--- src/rtl/vga_pkg.sv ---
// Shared VGA constants and the delayed-bus bundle used by the draw chain.
// Sprite defaults here are what draw_ball uses unless overridden at instantiation.
package vga_pkg;

    localparam int HOR_PIXELS = 1024;
    localparam int VER_PIXELS = 768;

    localparam int BALL_W = 32;
    localparam int BALL_H = 32;

    localparam int          RGB_W        = 12;
    localparam logic [11:0] TRANSP_COLOR = 12'hF0F;

    // Timing signals that travel together through each draw stage.
    typedef struct packed {
        logic [10:0] vcount;
        logic        vsync;
        logic        vblnk;
        logic [10:0] hcount;
        logic        hsync;
        logic        hblnk;
    } vga_bus_t;

endpackage

--- src/rtl/delay.sv ---
// Generic shift-register delay line: dout is din delayed by CLK_DEL clock cycles.
// Every stage is cleared by the synchronous active-low reset.
module delay #(
    parameter int WIDTH   = 1,
    parameter int CLK_DEL = 1
) (
    input  logic             clk,
    input  logic             rst_n,
    input  logic [WIDTH-1:0] din,
    output logic [WIDTH-1:0] dout
);

    logic [WIDTH-1:0] stages [CLK_DEL];

    // NOTE: every stage is reset (not just the last) so a mid-frame reset
    // flushes all in-flight pixels instead of leaking them out afterwards.
    always_ff @(posedge clk) begin
        if (!rst_n) begin
            for (int i = 0; i < CLK_DEL; i++) begin
                stages[i] <= '0;
            end
        end else begin
            // NOTE: non-blocking assignments make every stage sample the
            // previous stage's old value, giving a true shift register.
            stages[0] <= din;
            for (int i = 1; i < CLK_DEL; i++) begin
                stages[i] <= stages[i-1];
            end
        end
    end

    assign dout = stages[CLK_DEL-1];

endmodule

--- src/rtl/draw_ball.sv ---
// Ball sprite overlay: turns hcount/vcount into ball ROM addresses and mixes the
// ROM pixels over the background, keeping the VGA bus aligned (3 clk latency).
module draw_ball
    import vga_pkg::*;
#(
    parameter int                    BALL_W       = vga_pkg::BALL_W,
    parameter int                    BALL_H       = vga_pkg::BALL_H,
    parameter int                    ADDR_WIDTH   = 20,
    parameter int                    DATA_WIDTH   = 12,
    parameter logic [DATA_WIDTH-1:0] TRANSP_COLOR = vga_pkg::TRANSP_COLOR
) (
    input  logic                  clk,
    input  logic                  rst_n,
    input  logic [11:0]           xpos,
    input  logic [11:0]           ypos,
    input  logic [10:0]           vcount_in,
    input  logic                  vsync_in,
    input  logic                  vblnk_in,
    input  logic [10:0]           hcount_in,
    input  logic                  hsync_in,
    input  logic                  hblnk_in,
    input  logic [DATA_WIDTH-1:0] rgb_in,
    output logic [ADDR_WIDTH-1:0] rom_addr,
    input  logic [DATA_WIDTH-1:0] rom_data,
    output logic [10:0]           vcount_out,
    output logic                  vsync_out,
    output logic                  vblnk_out,
    output logic [10:0]           hcount_out,
    output logic                  hsync_out,
    output logic                  hblnk_out,
    output logic [DATA_WIDTH-1:0] rgb_out
);

    // Position is latched once per frame so the ball never tears.
    logic [11:0] xpos_q;
    logic [11:0] ypos_q;
    logic        vblnk_prev;
    logic        vblnk_rise;

    assign vblnk_rise = vblnk_in && !vblnk_prev;

    always_ff @(posedge clk) begin
        if (!rst_n) begin
            xpos_q     <= xpos;
            ypos_q     <= ypos;
            vblnk_prev <= 1'b0;
        end else begin
            vblnk_prev <= vblnk_in;
            if (vblnk_rise) begin
                xpos_q <= xpos;
                ypos_q <= ypos;
            end
        end
    end

    // Window test and sprite-local address; 13 bits keeps xpos+BALL_W from wrapping.
    logic [12:0]           h_ext;
    logic [12:0]           v_ext;
    logic [12:0]           x_ext;
    logic [12:0]           y_ext;
    logic [12:0]           dx;
    logic [12:0]           dy;
    logic                  in_win;
    logic [ADDR_WIDTH-1:0] win_addr;

    // NOTE: every always_comb output gets a default first so no path can
    // leave it unassigned and infer a latch.
    always_comb begin
        h_ext    = {2'b00, hcount_in};
        v_ext    = {2'b00, vcount_in};
        x_ext    = {1'b0, xpos_q};
        y_ext    = {1'b0, ypos_q};
        dx       = h_ext - x_ext;
        dy       = v_ext - y_ext;
        in_win   = (h_ext >= x_ext) && (h_ext < x_ext + 13'(BALL_W))
                && (v_ext >= y_ext) && (v_ext < y_ext + 13'(BALL_H))
                && !hblnk_in && !vblnk_in;
        win_addr = ADDR_WIDTH'(32'(dy) * 32'(BALL_W) + 32'(dx));
    end

    always_ff @(posedge clk) begin
        if (!rst_n) begin
            rom_addr <= '0;
        end else begin
            rom_addr <= in_win ? win_addr : '0;
        end
    end

    // Alignment: VGA bus needs 3 stages, rgb_in and in_win 2 (the mux adds the 3rd).
    vga_bus_t              bus_in;
    vga_bus_t              bus_d3;
    logic [DATA_WIDTH-1:0] rgb_in_d2;
    logic                  in_win_d2;

    assign bus_in = '{vcount: vcount_in, vsync: vsync_in, vblnk: vblnk_in,
                      hcount: hcount_in, hsync: hsync_in, hblnk: hblnk_in};

    delay #(
        .WIDTH   ($bits(vga_bus_t)),
        .CLK_DEL (3)
    ) u_bus_delay (
        .clk   (clk),
        .rst_n (rst_n),
        .din   (bus_in),
        .dout  (bus_d3)
    );

    delay #(
        .WIDTH   (DATA_WIDTH),
        .CLK_DEL (2)
    ) u_rgb_delay (
        .clk   (clk),
        .rst_n (rst_n),
        .din   (rgb_in),
        .dout  (rgb_in_d2)
    );

    delay #(
        .WIDTH   (1),
        .CLK_DEL (2)
    ) u_win_delay (
        .clk   (clk),
        .rst_n (rst_n),
        .din   (in_win),
        .dout  (in_win_d2)
    );

    always_ff @(posedge clk) begin
        if (!rst_n) begin
            rgb_out <= '0;
        end else begin
            rgb_out <= (in_win_d2 && rom_data != TRANSP_COLOR) ? rom_data : rgb_in_d2;
        end
    end

    assign vcount_out = bus_d3.vcount;
    assign vsync_out  = bus_d3.vsync;
    assign vblnk_out  = bus_d3.vblnk;
    assign hcount_out = bus_d3.hcount;
    assign hsync_out  = bus_d3.hsync;
    assign hblnk_out  = bus_d3.hblnk;

endmodule

--- config.mk ---
export PLATFORM = sky130hd
export DESIGN_NAME = draw_ball
export DESIGN_NICKNAME = d
export VERILOG_FILES = /design/src/rtl/vga_pkg.sv /design/src/rtl/delay.sv /design/src/rtl/draw_ball.sv
export SDC_FILE = /design/constraint.sdc
export NUM_CORES = 1
export LEC_CHECK = 0
export BUFFER_PORTS_ARGS = -buffer_cell sky130_fd_sc_hd__buf_4
export CAP_MARGIN = 15
export CORE_MARGIN = 3
export CORE_UTILIZATION = 35
export CTS_BUF_LIST = sky130_fd_sc_hd__clkbuf_8
export DETAILED_ROUTE_END_ITERATION = 6
export PLACE_DENSITY = 0.59
export SLEW_MARGIN = 20
export SYNTH_ARGS = -nofsm -noshare
export SYNTH_HDL_FRONTEND = slang
export SYNTH_SLANG_ARGS = --single-unit
export TNS_END_PERCENT = 5
--- constraint.sdc ---
create_clock -name clk -period 4.05 [get_ports clk]
set_clock_uncertainty 0.1 [all_clocks]
set_input_delay 0 -clock clk [delete_from_list [all_inputs] [get_ports clk]]
set_output_delay 0 -clock clk [all_outputs]
set_load 0.02 [all_outputs]
==> impl_metrics.toml <==
[yosys]
synth_top_family_by_area = "simple AND/OR/NAND/NOR gates"
postSynth.asyncResetShare_pct = 0
syn_area_per_cell_sq_um = 10.3
yosys_register_bits = 159
synthAdderAreaFrac_pct = 9.11
ys.warnings.count = 0
synth_flop_cell = "dfxtp_1"
muxShareOfSynthArea_pct = 1.34
syn_inst = 650
synth_nets = 773
synth_area_sq_mm = 0.00671
synthXorXnorAreaFrac_pct = 3.40
synth_cell_types = 59
ys_seq_area_share_pct = 51.1
synth-simple-area-share_pct = 19.5
synth_compound_area_share_pct = 9.65
synth_enable_flop_cells = 24

[die]
start_util_pct = 36.5
rows = 49
io_pins = 134
fp.dieW_um = 144
core_area_sq_mm = 0.0184
die_area_sq_mm = 0.0209
die_h_um = 144

[layout]
fillers = 1674
final_cell_mix = "136 x buf_4, 135 x dfxtp_1, 103 x and2_1"
drive_above_1_share_pct = 21.2
fin_nets = 973
seq_area_sq_mm = 0.00342
syn_to_final_growth_pct = 36.1
final_common_cell = "buf_4"
antennaDiodeCount = 0
multi_input_area_sq_mm = 0.00294

[placed_design]
portBuffers = 132
hpwl_mm = 11.0
gp_congestion = 0.870

[global_route]
grt_max_degree = 72
grtUsageTotal_pct = 15.3
antenna_found_initial = 0
grt-ovfl-total = 0
grt_pass1_vias = 5136
grt_pass1_wl_mm = 25.1

[route]
drtIter0Drc = 268
routed_via_density = 4.62
ant_nets = 0
wl_met3_um = 745
top_layer = "met4"
wl_per_cell_um = 14.3
via_count = 5040
firstDrtPassIters = 4
totalWireLength_mm = 15.6
route.detailed.drc = 0
wl_met1_mm = 7.19
wl_met2_mm = 7.30

[power]
p_total_mw = 3.69
power_density_mw_per_mm2 = 404
peakVddDrop_v = 0.000191
power_leakage_nw = 4.10

[clock_network]
htreeDepth = 4
cts_root_buffer = "clkbuf_8"
clockBufferDepth = 2
cts_buffers = 17
clk_latency_ps = 460
post_cts_buffers = 0
cts_tree = "built"
clk_pin_slew_worst_paths_ps = 90
numClockSinks = 159

[min_path]
hold_class = "primary input to register"

[worst_setup_path]
crit_fanout = 5
critical_path_arrival_ps = 4080
required_ps = 4330
path_class = "register to register"
rrSetupSlack_ps = 250
cp-end-kind = "register"
start_kind = "register"

[timing]
tightest_slew_ps = 674
setup_viol = 0
slew_headroom_pct = 54.5
final_hold_viol_count = 0
min_period_ps = 3800
max_clock_freq_mhz = 263
final.period_utilization_pct = 93.8
drv_slew = 0
worst_hold_slack_ps = 156

[flow_run]
drv_cap = 0

[outcome]
status = "completed"
==> stage by stage <==
step	cells	setup WS (ps)	cell area [sq um]	setup TNS [ps]	utilization [%]
after floorplan	650	571	6710	0	-
after global placement	971	322	7770	0	42.2
after detailed placement	971	164	7770	0	42.2
after CTS	1092	103	9080	0	49.4
after global routing	1092	-25.0	9120	-25.0	49.6
final	1092	249	9120	0	49.6
==> state kept, by name (all words and copies together) (netlist names) <==
register,cells
rgb_out,12
rom_addr,19
ypos_q,12
u_win_delay.stages,2
u_rgb_delay.stages,24
xpos_q,12
u_bus_delay.stages,78
==> layout make-up <==
type | instances | share of cell area (%)
Timing Repair Buffer | 225 | 21.0
Sequential cell | 159 | 37.5
Multi-Input combinational cell | 408 | 32.2
Clock inverter | 13 | 1.70
Tap cell | 229 | 3.14
Clock buffer | 19 | 2.87
Inverter | 39 | 1.60
==> report_power, final <==
group	leakage (nW)	switching, mW	internal [mW]
clock network	0.203	0.612	0.594
logic	2.55	0.405	0.386
registers	1.35	0.0252	1.67
total	4.10	1.04	2.65
==> critical path, stage by stage (launching register included) <==
cell and delay (ps):
edfxtp_1 370, ha_1 210, fa_1 380, nor2b_1 160, o21ai_1 90, a21boi_1 190, o21ai_1 110, a21oi_2 180
nor2_1 90, o311ai_1 290, ha_1 310, nor4_1 90, o21ai_0 90, nand3_1 140, or3_4 360, or3_1 330
a211oi_2 220
==> cell usage after synthesis (3+ instances only) <==
library cell	count	area (sq um)
nand4_1	4	25.0
a21oi_1	19	95.1
o2111ai_1	3	26.3
nor3_1	15	75.1
dfxtp_1	135	2700
and3_1	3	18.8
a211oi_1	3	22.5
and2_1	103	644
o31a_1	3	26.3
xnor2_1	20	175
o21a_1	5	37.5
fa_1	3	60.1
nand2_1	21	78.8
clkbuf_1	21	78.8
buf_4	23	173
a21boi_1	3	22.5
or3_1	3	18.8
a21o_1	10	75.1
mux2i_1	9	90.1
o21ai_0	17	85.1
nor4_1	6	37.5
nand3_1	10	50.1
ha_1	44	551
nor2b_1	15	93.8
nand2b_1	5	31.3
o21ai_1	6	30.0
o211ai_1	5	37.5
edfxtp_1	24	721
nor2_1	29	109
inv_1	39	146
xor2_1	6	52.6
a31oi_1	3	18.8
==> per-layer routing <==
| metal | global-route usage, % | up-vias |
|---|---|---|
| met2 | 24.4 | 124 |
| met4 | 6.68 | 0 |
| li1 | - | 2577 |
| met3 | 3.80 | 30 |
| met1 | 19.8 | 2309 |
| met5 | 0 | - |
==> final timing paths <==
check                                                     startpoint                                    to  cells past startpoint
worst max-delay path                             xpos_q[0]$_DFFE_PP_               rom_addr[15]$_SDFF_PN0_                     16
worst min-delay path                                         xpos[4]                   xpos_q[4]$_DFFE_PP_                      2
worst max register to register                   xpos_q[0]$_DFFE_PP_               rom_addr[15]$_SDFF_PN0_                     16
worst min register to register  u_bus_delay.stages[0][18]$_SDFF_PN0_  u_bus_delay.stages[0][44]$_SDFF_PN0_                      1
==> repair_timing <==
action | CTS | global route
gates resized for setup | 0 | 7
endpoints found under the hold margin | 107 | 0
hold buffers | 89 | 0
setup endpoints to repair | 0 | 4
==> logic make-up after synthesis <==
logic type,Yosys count
buf+inv,83
flops,159
mux,9
other cells,1
compound gates,96
simple gates,229
xor+xnor,26
fa+ha+maj,47
No activity file was read; power rests on OpenSTA's default activity.
